[config.mk]
export PLATFORM = sky130hd
export DESIGN_NAME = genius_round_sequencer
export DESIGN_NICKNAME = d
export VERILOG_FILES = /design/src/rtl/genius_round_sequencer_pkg.sv /design/src/rtl/genius_round_sequencer_tick_timer.sv /design/src/rtl/genius_round_sequencer.sv
export SDC_FILE = /design/constraint.sdc
export NUM_CORES = 1
export LEC_CHECK = 0
export ABC_AREA = 0
export CAP_MARGIN = 20
export CORE_ASPECT_RATIO = 2
export CORE_MARGIN = 3
export CORE_UTILIZATION = 45
export CTS_BUF_LIST = sky130_fd_sc_hd__clkbuf_8 sky130_fd_sc_hd__clkbuf_16
export CTS_CLUSTER_DIAMETER = 30
export DETAILED_ROUTE_END_ITERATION = 10
export GPL_TIMING_DRIVEN = 0
export MAX_ROUTING_LAYER = met4
export PLACE_DENSITY_LB_ADDON = 0.2
export SETUP_SLACK_MARGIN = 0.5
export SYNTH_ARGS = -nofsm -noshare
export SYNTH_HDL_FRONTEND = slang
export SYNTH_SLANG_ARGS = --single-unit
[constraint.sdc]
create_clock -name clock -period 4.9 [get_ports clock]
set_input_delay 0.98 -clock clock [delete_from_list [all_inputs] [get_ports clock]]
set_output_delay 0.98 -clock clock [all_outputs]
set_load 0.005 [all_outputs]
[src/rtl/genius_round_sequencer_pkg.sv]
// Shared state encodings, symbol codes and the press-match helper for the Genius round sequencer.
package genius_round_sequencer_pkg;

  typedef enum logic [2:0] {
    S_IDLE         = 3'd0,
    S_SHOW_ON      = 3'd1,
    S_SHOW_OFF     = 3'd2,
    S_ARM          = 3'd3,
    S_WAIT_PRESS   = 3'd4,
    S_WAIT_RELEASE = 3'd5,
    S_DONE         = 3'd6
  } state_t;

  localparam logic [1:0] SYM_0    = 2'd0;
  localparam logic [1:0] SYM_1    = 2'd1;
  localparam logic [1:0] SYM_2    = 2'd2;
  localparam logic [1:0] SYM_NONE = 2'd3;

  // Exactly one button down and it is the one for the expected symbol; SYM_NONE never matches.
  function automatic logic press_ok(input logic [2:0] buttons, input logic [1:0] sym);
    return (sym != SYM_NONE) && (buttons == (3'b001 << sym));
  endfunction

endpackage

[src/rtl/genius_round_sequencer_tick_timer.sv]
// Tick-enabled phase timer: counts ticks since last clear, flags the tick that completes `limit` ticks.
module genius_round_sequencer_tick_timer #(
  parameter int CW = 8
) (
  input  logic          clock,
  input  logic          reset,
  input  logic          clear,
  input  logic          tick,
  input  logic [CW-1:0] limit,
  output logic          expire
);

  logic [CW-1:0] count;

  always_ff @(posedge clock) begin
    if (!reset || clear) begin
      count <= '0;
    end else if (tick) begin
      count <= count + 1'b1;
    end
  end

  assign expire = tick && (count == limit - 1'b1);

endmodule

[src/rtl/genius_round_sequencer.sv]
// One Genius round: show level+1 symbols, then check the player's presses in order.
// Optional press timeout is built only when GENIUS_TIMEOUT_EN is defined.
module genius_round_sequencer
  import genius_round_sequencer_pkg::*;
#(
  parameter int ON_TICKS      = 4,
  parameter int OFF_TICKS     = 2,
  parameter int TIMEOUT_TICKS = 20,
  parameter int CW            = 8
) (
  input  logic       clock,
  input  logic       reset,
  input  logic       tick,
  input  logic       round_start,
  input  logic [3:0] level,
  input  logic [1:0] seq_symbol,
  input  logic [2:0] btn,
  output logic [3:0] seq_index,
  output logic       show_valid,
  output logic [1:0] show_symbol,
  output logic       busy,
  output logic       round_done,
  output logic       round_pass,
  output logic [3:0] progress
);

  state_t        state;
  logic [3:0]    level_q;
  logic [CW-1:0] limit;
  logic          timed;
  logic          expire;

  always_comb begin
    limit = CW'(ON_TICKS);
    case (state)
      S_SHOW_OFF:   limit = CW'(OFF_TICKS);
      S_WAIT_PRESS: limit = CW'(TIMEOUT_TICKS);
      default:      limit = CW'(ON_TICKS);
    endcase
  end

  // Timer is held clear outside timed states, so every entry into one starts from zero.
`ifdef GENIUS_TIMEOUT_EN
  assign timed = (state == S_SHOW_ON) || (state == S_SHOW_OFF) || (state == S_WAIT_PRESS);
`else
  assign timed = (state == S_SHOW_ON) || (state == S_SHOW_OFF);
`endif

  genius_round_sequencer_tick_timer #(.CW(CW)) u_timer (
    .clock  (clock),
    .reset  (reset),
    .clear  (!timed || expire),
    .tick   (tick),
    .limit  (limit),
    .expire (expire)
  );

  always_ff @(posedge clock) begin
    if (!reset) begin
      state      <= S_IDLE;
      level_q    <= '0;
      seq_index  <= '0;
      progress   <= '0;
      round_pass <= 1'b0;
      round_done <= 1'b0;
    end else begin
      round_done <= 1'b0;
      case (state)
        S_IDLE: if (round_start) begin
          state      <= S_SHOW_ON;
          level_q    <= level;
          seq_index  <= '0;
          progress   <= '0;
          round_pass <= 1'b0;
        end
        S_SHOW_ON: if (expire) state <= S_SHOW_OFF;
        S_SHOW_OFF: if (expire) begin
          if (seq_index == level_q) begin
            state     <= S_ARM;
            seq_index <= '0;
          end else begin
            state     <= S_SHOW_ON;
            seq_index <= seq_index + 1'b1;
          end
        end
        S_ARM: if (btn == 3'b000) state <= S_WAIT_PRESS;
        S_WAIT_PRESS: begin
          // A press on the expiring tick still counts as a press.
          if (btn != 3'b000) begin
            if (press_ok(btn, seq_symbol)) begin
              progress <= progress + 1'b1;
              state    <= S_WAIT_RELEASE;
            end else begin
              state      <= S_DONE;
              round_done <= 1'b1;
              round_pass <= 1'b0;
            end
          end
`ifdef GENIUS_TIMEOUT_EN
          else if (expire) begin
            state      <= S_DONE;
            round_done <= 1'b1;
            round_pass <= 1'b0;
          end
`endif
        end
        S_WAIT_RELEASE: if (btn == 3'b000) begin
          if (seq_index == level_q) begin
            state      <= S_DONE;
            round_done <= 1'b1;
            round_pass <= 1'b1;
          end else begin
            state     <= S_WAIT_PRESS;
            seq_index <= seq_index + 1'b1;
          end
        end
        S_DONE:  state <= S_IDLE;
        default: state <= S_IDLE;
      endcase
    end
  end

  assign show_valid  = (state == S_SHOW_ON);
  assign show_symbol = show_valid ? seq_symbol : SYM_0;
  assign busy        = (state != S_IDLE);

endmodule
### Yosys cells after proc, flatten, opt, wreduce, memory -nomap -nowiden

Index checks and enable logic that the tools add are counted.
W data, S select, Z words.

| cells by class | value |
|---|---|
| $add $sub $neg | 4 |
| multipliers | 0 |
| divide/modulo/power cells | 0 |
| order comparisons | 0 |
| eq/ne operators | 19 |
| shifts and indexed selects | 1 |
| muxes and demuxes | 32 |
| bitwise gates (word level) | 0 |
| reductions and logical operators | 19 |

Operator list:

| operator | count |
|---|---|
| $mux W4 | 7 |
| $ne A2 B2 Y1 const B | 10 |
| $mux W3 | 6 |
| $pmux W3 S6 | 1 |
| $pmux W4 S3 | 1 |
| $reduce_and A6 Y1 | 2 |
| $reduce_bool A3 Y1 | 4 |
| $pmux W5 S2 | 1 |
| $mux W1 | 9 |
| $add A4 B1 Y4 const B | 2 |
| $add A8 B1 Y8 const B | 1 |
| $eq A8 B8 Y1 | 1 |
| $mux W2 | 4 |
| $pmux W4 S2 | 1 |
| $eq A3 B2 Y1 const B | 2 |
| $eq A3 B3 Y1 const B | 2 |
| $logic_not A3 Y1 | 2 |
| $sub A5 B1 Y6 const B | 1 |
| $reduce_and A5 Y1 | 1 |
| $eq A4 B4 Y1 | 1 |
| $reduce_and A4 Y1 | 1 |
| $eq A3 B1 Y1 const B | 1 |
| $eq A3 B3 Y1 | 1 |
| $logic_or A1 B1 Y1 | 3 |
| 8 further kinds | 10 |

| word-level totals | value |
|---|---|
| register bits after elaboration | 25 |
| bits in latches | 0 |
| memory bits (writable) | 0 |
| ROM bits | 0 |
| output and inout bits | 14 |
| memories | 0 |

### Logic depth before layout (Yosys ltp)

| logic depth | value |
|---|---|
| word-level depth | 7 |
| mapped depth | 6 |

### Cells and area by module

A second synthesis with hierarchy kept.

| second synthesis, totals | value |
|---|---|
| cell total of the unflattened synthesis | 203 |
| area, all modules | 1,651.6 um^2 |

Modules (own cells, without submodules):

| module | times used | cells an instance | area an instance (um^2) |
|---|---|---|---|
| genius_round_sequencer | 1 | 128 | 1,052.3 |
| genius_round_sequencer_tick_timer | 1 | 75 | 599.3 |

### Worst setup path after synthesis

No wires, ideal clock.

| path | value |
|---|---|
| path type | in2reg |
| start point | in seq_symbol[1] |
| end point | reg round_pass |
| setup time | 121 ps |
| arrival time | 2,218 ps |
| required time | 4,779 ps |
| path slack | 2,561 ps |
| stages | 5 |
| cells stage by stage | mux2_2 -> nor3_1 -> or4_1 -> a211oi_1 -> mux2_2 |

| between the ends | value |
|---|---|
| word-level cells in the longest chain between the ends | 5 |
| elaborated cells between the ends (all ways) | 6 |

RTL lines:

| element | RTL line | source |
|---|---|---|
| start, declared | genius_round_sequencer.sv:16 | `input logic [1:0] seq_symbol,` |
| $shl A1 B2 Y3 | genius_round_sequencer_pkg.sv:21 | `return (sym != SYM_NONE) && (buttons == (3'b001 << sym));` |
| $eq A3 B3 Y1 | genius_round_sequencer_pkg.sv:21 |  |
| $logic_and A1 B1 Y1 (*) | genius_round_sequencer_pkg.sv:21 |  |
| $ne A2 B2 Y1 (no source line) (*) | - |  |
| $reduce_and A6 Y1 (no source line) (*) | - |  |
| end signal, assigned | genius_round_sequencer.sv:64 | `round_pass <= 1'b0;` |
| end signal, assigned | genius_round_sequencer.sv:74 | `round_pass <= 1'b0;` |
| end signal, assigned | genius_round_sequencer.sv:96 | `round_pass <= 1'b0;` |
| end, declared | genius_round_sequencer.sv:23 | `output logic round_pass,` |

Mark *: on every way between the ends. The rest lies on a longest branch, timed or not.
A chain may end at the register's enable or synchronous reset.

### Worst setup path in the final report

| path | value |
|---|---|
| start point | in seq_symbol[1] |
| end point | out show_symbol[1] |

| between the ends | value |
|---|---|
| word-level cells in the longest chain between the ends | 1 |

RTL lines:

| element | RTL line | source |
|---|---|---|
| $mux W2 | genius_round_sequencer.sv:124 | `assign show_symbol = show_valid ? seq_symbol : SYM_0;` |
| end, declared | genius_round_sequencer.sv:20 | `output logic [1:0] show_symbol,` |

No other way between the ends.

==> flow_summary.json <==
{
  "yosys_warnings": 0,
  "ys_top_cells_by_count": "dfxtp_1, nand2_1, nor2_1",
  "vias": 1527,
  "clockBufferDepth": 2,
  "rrSetupSlack_ns": 2.65,
  "yosysMostFrequentCell": "dfxtp_1",
  "post_cts_resized": 0,
  "synth_compound_area_share_pct": 20.5,
  "holdCritPathClass": "reg -> reg",
  "wl_met2_mm": 2.16,
  "first_global_vias": 1469,
  "report.final.slew_viol_count": 0,
  "synth_xor_area_share_pct": 6.75,
  "wire_per_inst_um": 15.7,
  "drive_above_1_share_pct": 8.37,
  "cp.required_ns": 3.92,
  "yosys.area.top_type": "dfxtp_1",
  "fin_skew_ns": 0.00351,
  "grt_overflow_total": 0,
  "worstSetupPathType": "in -> out",
  "dieWidth_um": 47.6,
  "seq_area_frac_synth_pct": 32.1,
  "fmax_mhz": 314,
  "clkPwrFrac_pct": 18.2,
  "min_period_ns": 3.18,
  "synth_top_family_by_area": "simple AND/OR/NAND/NOR gates",
  "powerDensity_mw_per_mm2": 350,
  "rsz0062_at_grt": "false",
  "p_int_mw": 0.413,
  "power_leakage_nw": 0.723,
  "postRouteAntennaNets": 0,
  "antenna_found_initial": 0,
  "path_max_fanout": 6,
  "io_buffers": 26,
  "dieArea_sq_mm": 0.00425,
  "r2r_end": "round_pass$_SDFFE_PN0P_",
  "arrival_ns": 2.20,
  "highest_layer": "met4",
  "met1_length_mm": 1.52,
  "ys_types": 51,
  "n_antenna_cell": 0,
  "postCtsSetupRepairBufs": 0,
  "cap_violations": 0,
  "syn_to_final_growth_pct": 22.1,
  "clkSlewWorstSetupHoldPaths_ns": 0.09,
  "ios": 27,
  "final-hold-violation-count": 0,
  "crit_path_start_kind": "input port",
  "finalSetupTns_ns": 0,
  "drt_pass1_iterations": 4,
  "worstMarginPinSlew_ns": 0.876,
  "p_seq_share_pct": 34.7,
  "grt_max_degree": 14,
  "synth-simple-area-share_pct": 29.5,
  "avgSynthCellArea_sq_um": 8.42,
  "p_switching_mw": 0.254,
  "clk_latency_ns": 0.27,
  "combPwrFrac_pct": 47.1,
  "cts_buffers": 3,
  "h-tree-depth": 1,
  "rr_worst_depth": 5,
  "routed_wl_mm": 3.87,
  "grt_use_total_pct": 20.1,
  "core_sq_mm": 0.00323,
  "syn-instance-count": 185,
  "fillCellCount": 301,
  "grt_pass1_wl_mm": 6.24,
  "synth_edf_count": 0,
  "synth-main-ff-cell": "dfxtp_1",
  "place_hpwl_mm": 3.03,
  "drc": 0,
  "setup_viol_count_final": 0,
  "synth.area.top_cells": "dfxtp_1, xor2_1, nand2_1, a21oi_1, nor2_1",
  "hold_buffers": 0,
  "die_h_um": 89.2,
  "ir_drop_mv": 0.238,
  "synth_mux_area_share_pct": 3.37,
  "swShare_pct": 38.0,
  "cp-end-kind": "output port",
  "wl_met3_um": 100,
  "holdPathEnd": "level_q[0]$_SDFFE_PN0P_",
  "tritoncts": "done",
  "gp_congestion": 0.886,
  "synth-seq-cells": 25,
  "synth_fa_ha_area_share_pct": 2.41,
  "async_flop_share_pct": 0,
  "start_util_pct": 48.2,
  "min_from": "level_q[0]$_SDFFE_PN0P_",
  "max-slew-margin-rel_pct": 41.2,
  "synth_top_area_share_pct": 32.1,
  "drtIter0Drc": 25,
  "status": "finished, final reports clean",
  "finalCritPeriodShare_pct": 64.9,
  "nets": 232,
  "hold_depth": 2,
  "cts_sinks": 25,
  "cts-root-buf": "clkbuf_8",
  "synth_fp_nets": 201,
  "synthesis.area_sq_mm": 0.00156,
  "power_mw": 0.667,
  "via_per_inst": 6.21,
  "r2r-start": "seq_index[3]$_SDFFE_PN0P_",
  "core.rowCount": 29
}
-- layout make-up --
cell class              instances  area [sq um]  area share (%)
plain buffers                   7          65.1            3.42
clock buffers                   3          41.3            2.17
clock inverters                 1          3.75           0.197
inverters                       5          18.8           0.987
multi-input cells             148           973            51.2
flip-flops and latches         25           500            26.3
well taps                      31          38.8            2.04
repair buffers                 26           260            13.7
-- routing by layer --
metal | global-route usage [%] | vias to the layer above
met5 | - | -
met4 | 7.60 | 0
met3 | 1.81 | 10
met2 | 36.8 | 37
met1 | 20.7 | 739
li1 | - | 741
-- cells by family after synthesis --
family	count (synthesis)
AND/OR/NAND/NOR	84
AO/OA/AOI/OAI	44
flip-flops	25
XOR/XNOR	12
buffers and inverters	12
multiplexers	5
adder cells (fa/ha/maj)	3
-- worst max-delay path by stage --
stage                               to  cells after the start  slack, ns          start
3_3_place_gp            show_symbol[1]                      3       1.75  seq_symbol[1]
3_5_place_dp            show_symbol[1]                      3       1.72  seq_symbol[1]
4_1_cts                 show_symbol[1]                      3       1.71  seq_symbol[1]
2_1_floorplan  round_pass$_SDFFE_PN0P_                      5       2.56  seq_symbol[1]
5_1_grt                 show_symbol[0]                      3       1.68  seq_symbol[0]
6_report                show_symbol[1]                      3       1.72  seq_symbol[1]
-- cells in the final DEF (no fill, tap or decap), types with 4 or more instances in the layout --
cell type        instances
a21oi_1                 12
and2_1                   4
clkbuf_8                 6
clkdlybuf4s50_1         26
dfxtp_1                 25
inv_1                    6
nand2_1                 23
nand3_1                 11
nor2_1                  16
nor3_1                   6
xor2_1                  10
-- worst max-delay path, stage by stage --
cell,delay [ns]
clkdlybuf4s50_1,0.57
and2_1,0.16
clkdlybuf4s50_1,0.49
-- state kept, by name, summed over array words and instances, names as in the netlist --
signal	count
level_q	4
u_timer.count	8
state	3
progress	4
round_pass	1
seq_index	4
round_done	1
-- power groups by stage --
stage / clock network [mW] / registers (mW) / logic (mW)
floorplan: 0 / 0.233 / 0.221
global placement: 0 / 0.235 / 0.303
detailed placement: 0 / 0.236 / 0.310
CTS: 0.124 / 0.231 / 0.311
global route: 0.134 / 0.233 / 0.344
finish: 0.121 / 0.231 / 0.314
-- stage by stage --
stage	utilization, %	hold slack, ns	setup slack (ns)	std cells	instance area [sq um]
after floorplan	-	0.448	2.56	185	1560
after CTS	58.9	0.480	1.71	246	1900
after detailed placement	57.5	0.467	1.72	242	1860
final	58.9	0.475	1.72	246	1900
after global routing	58.9	0.506	1.68	246	1900
after global placement	57.5	0.457	1.75	242	1860
Power figures use the tool's default switching activity.
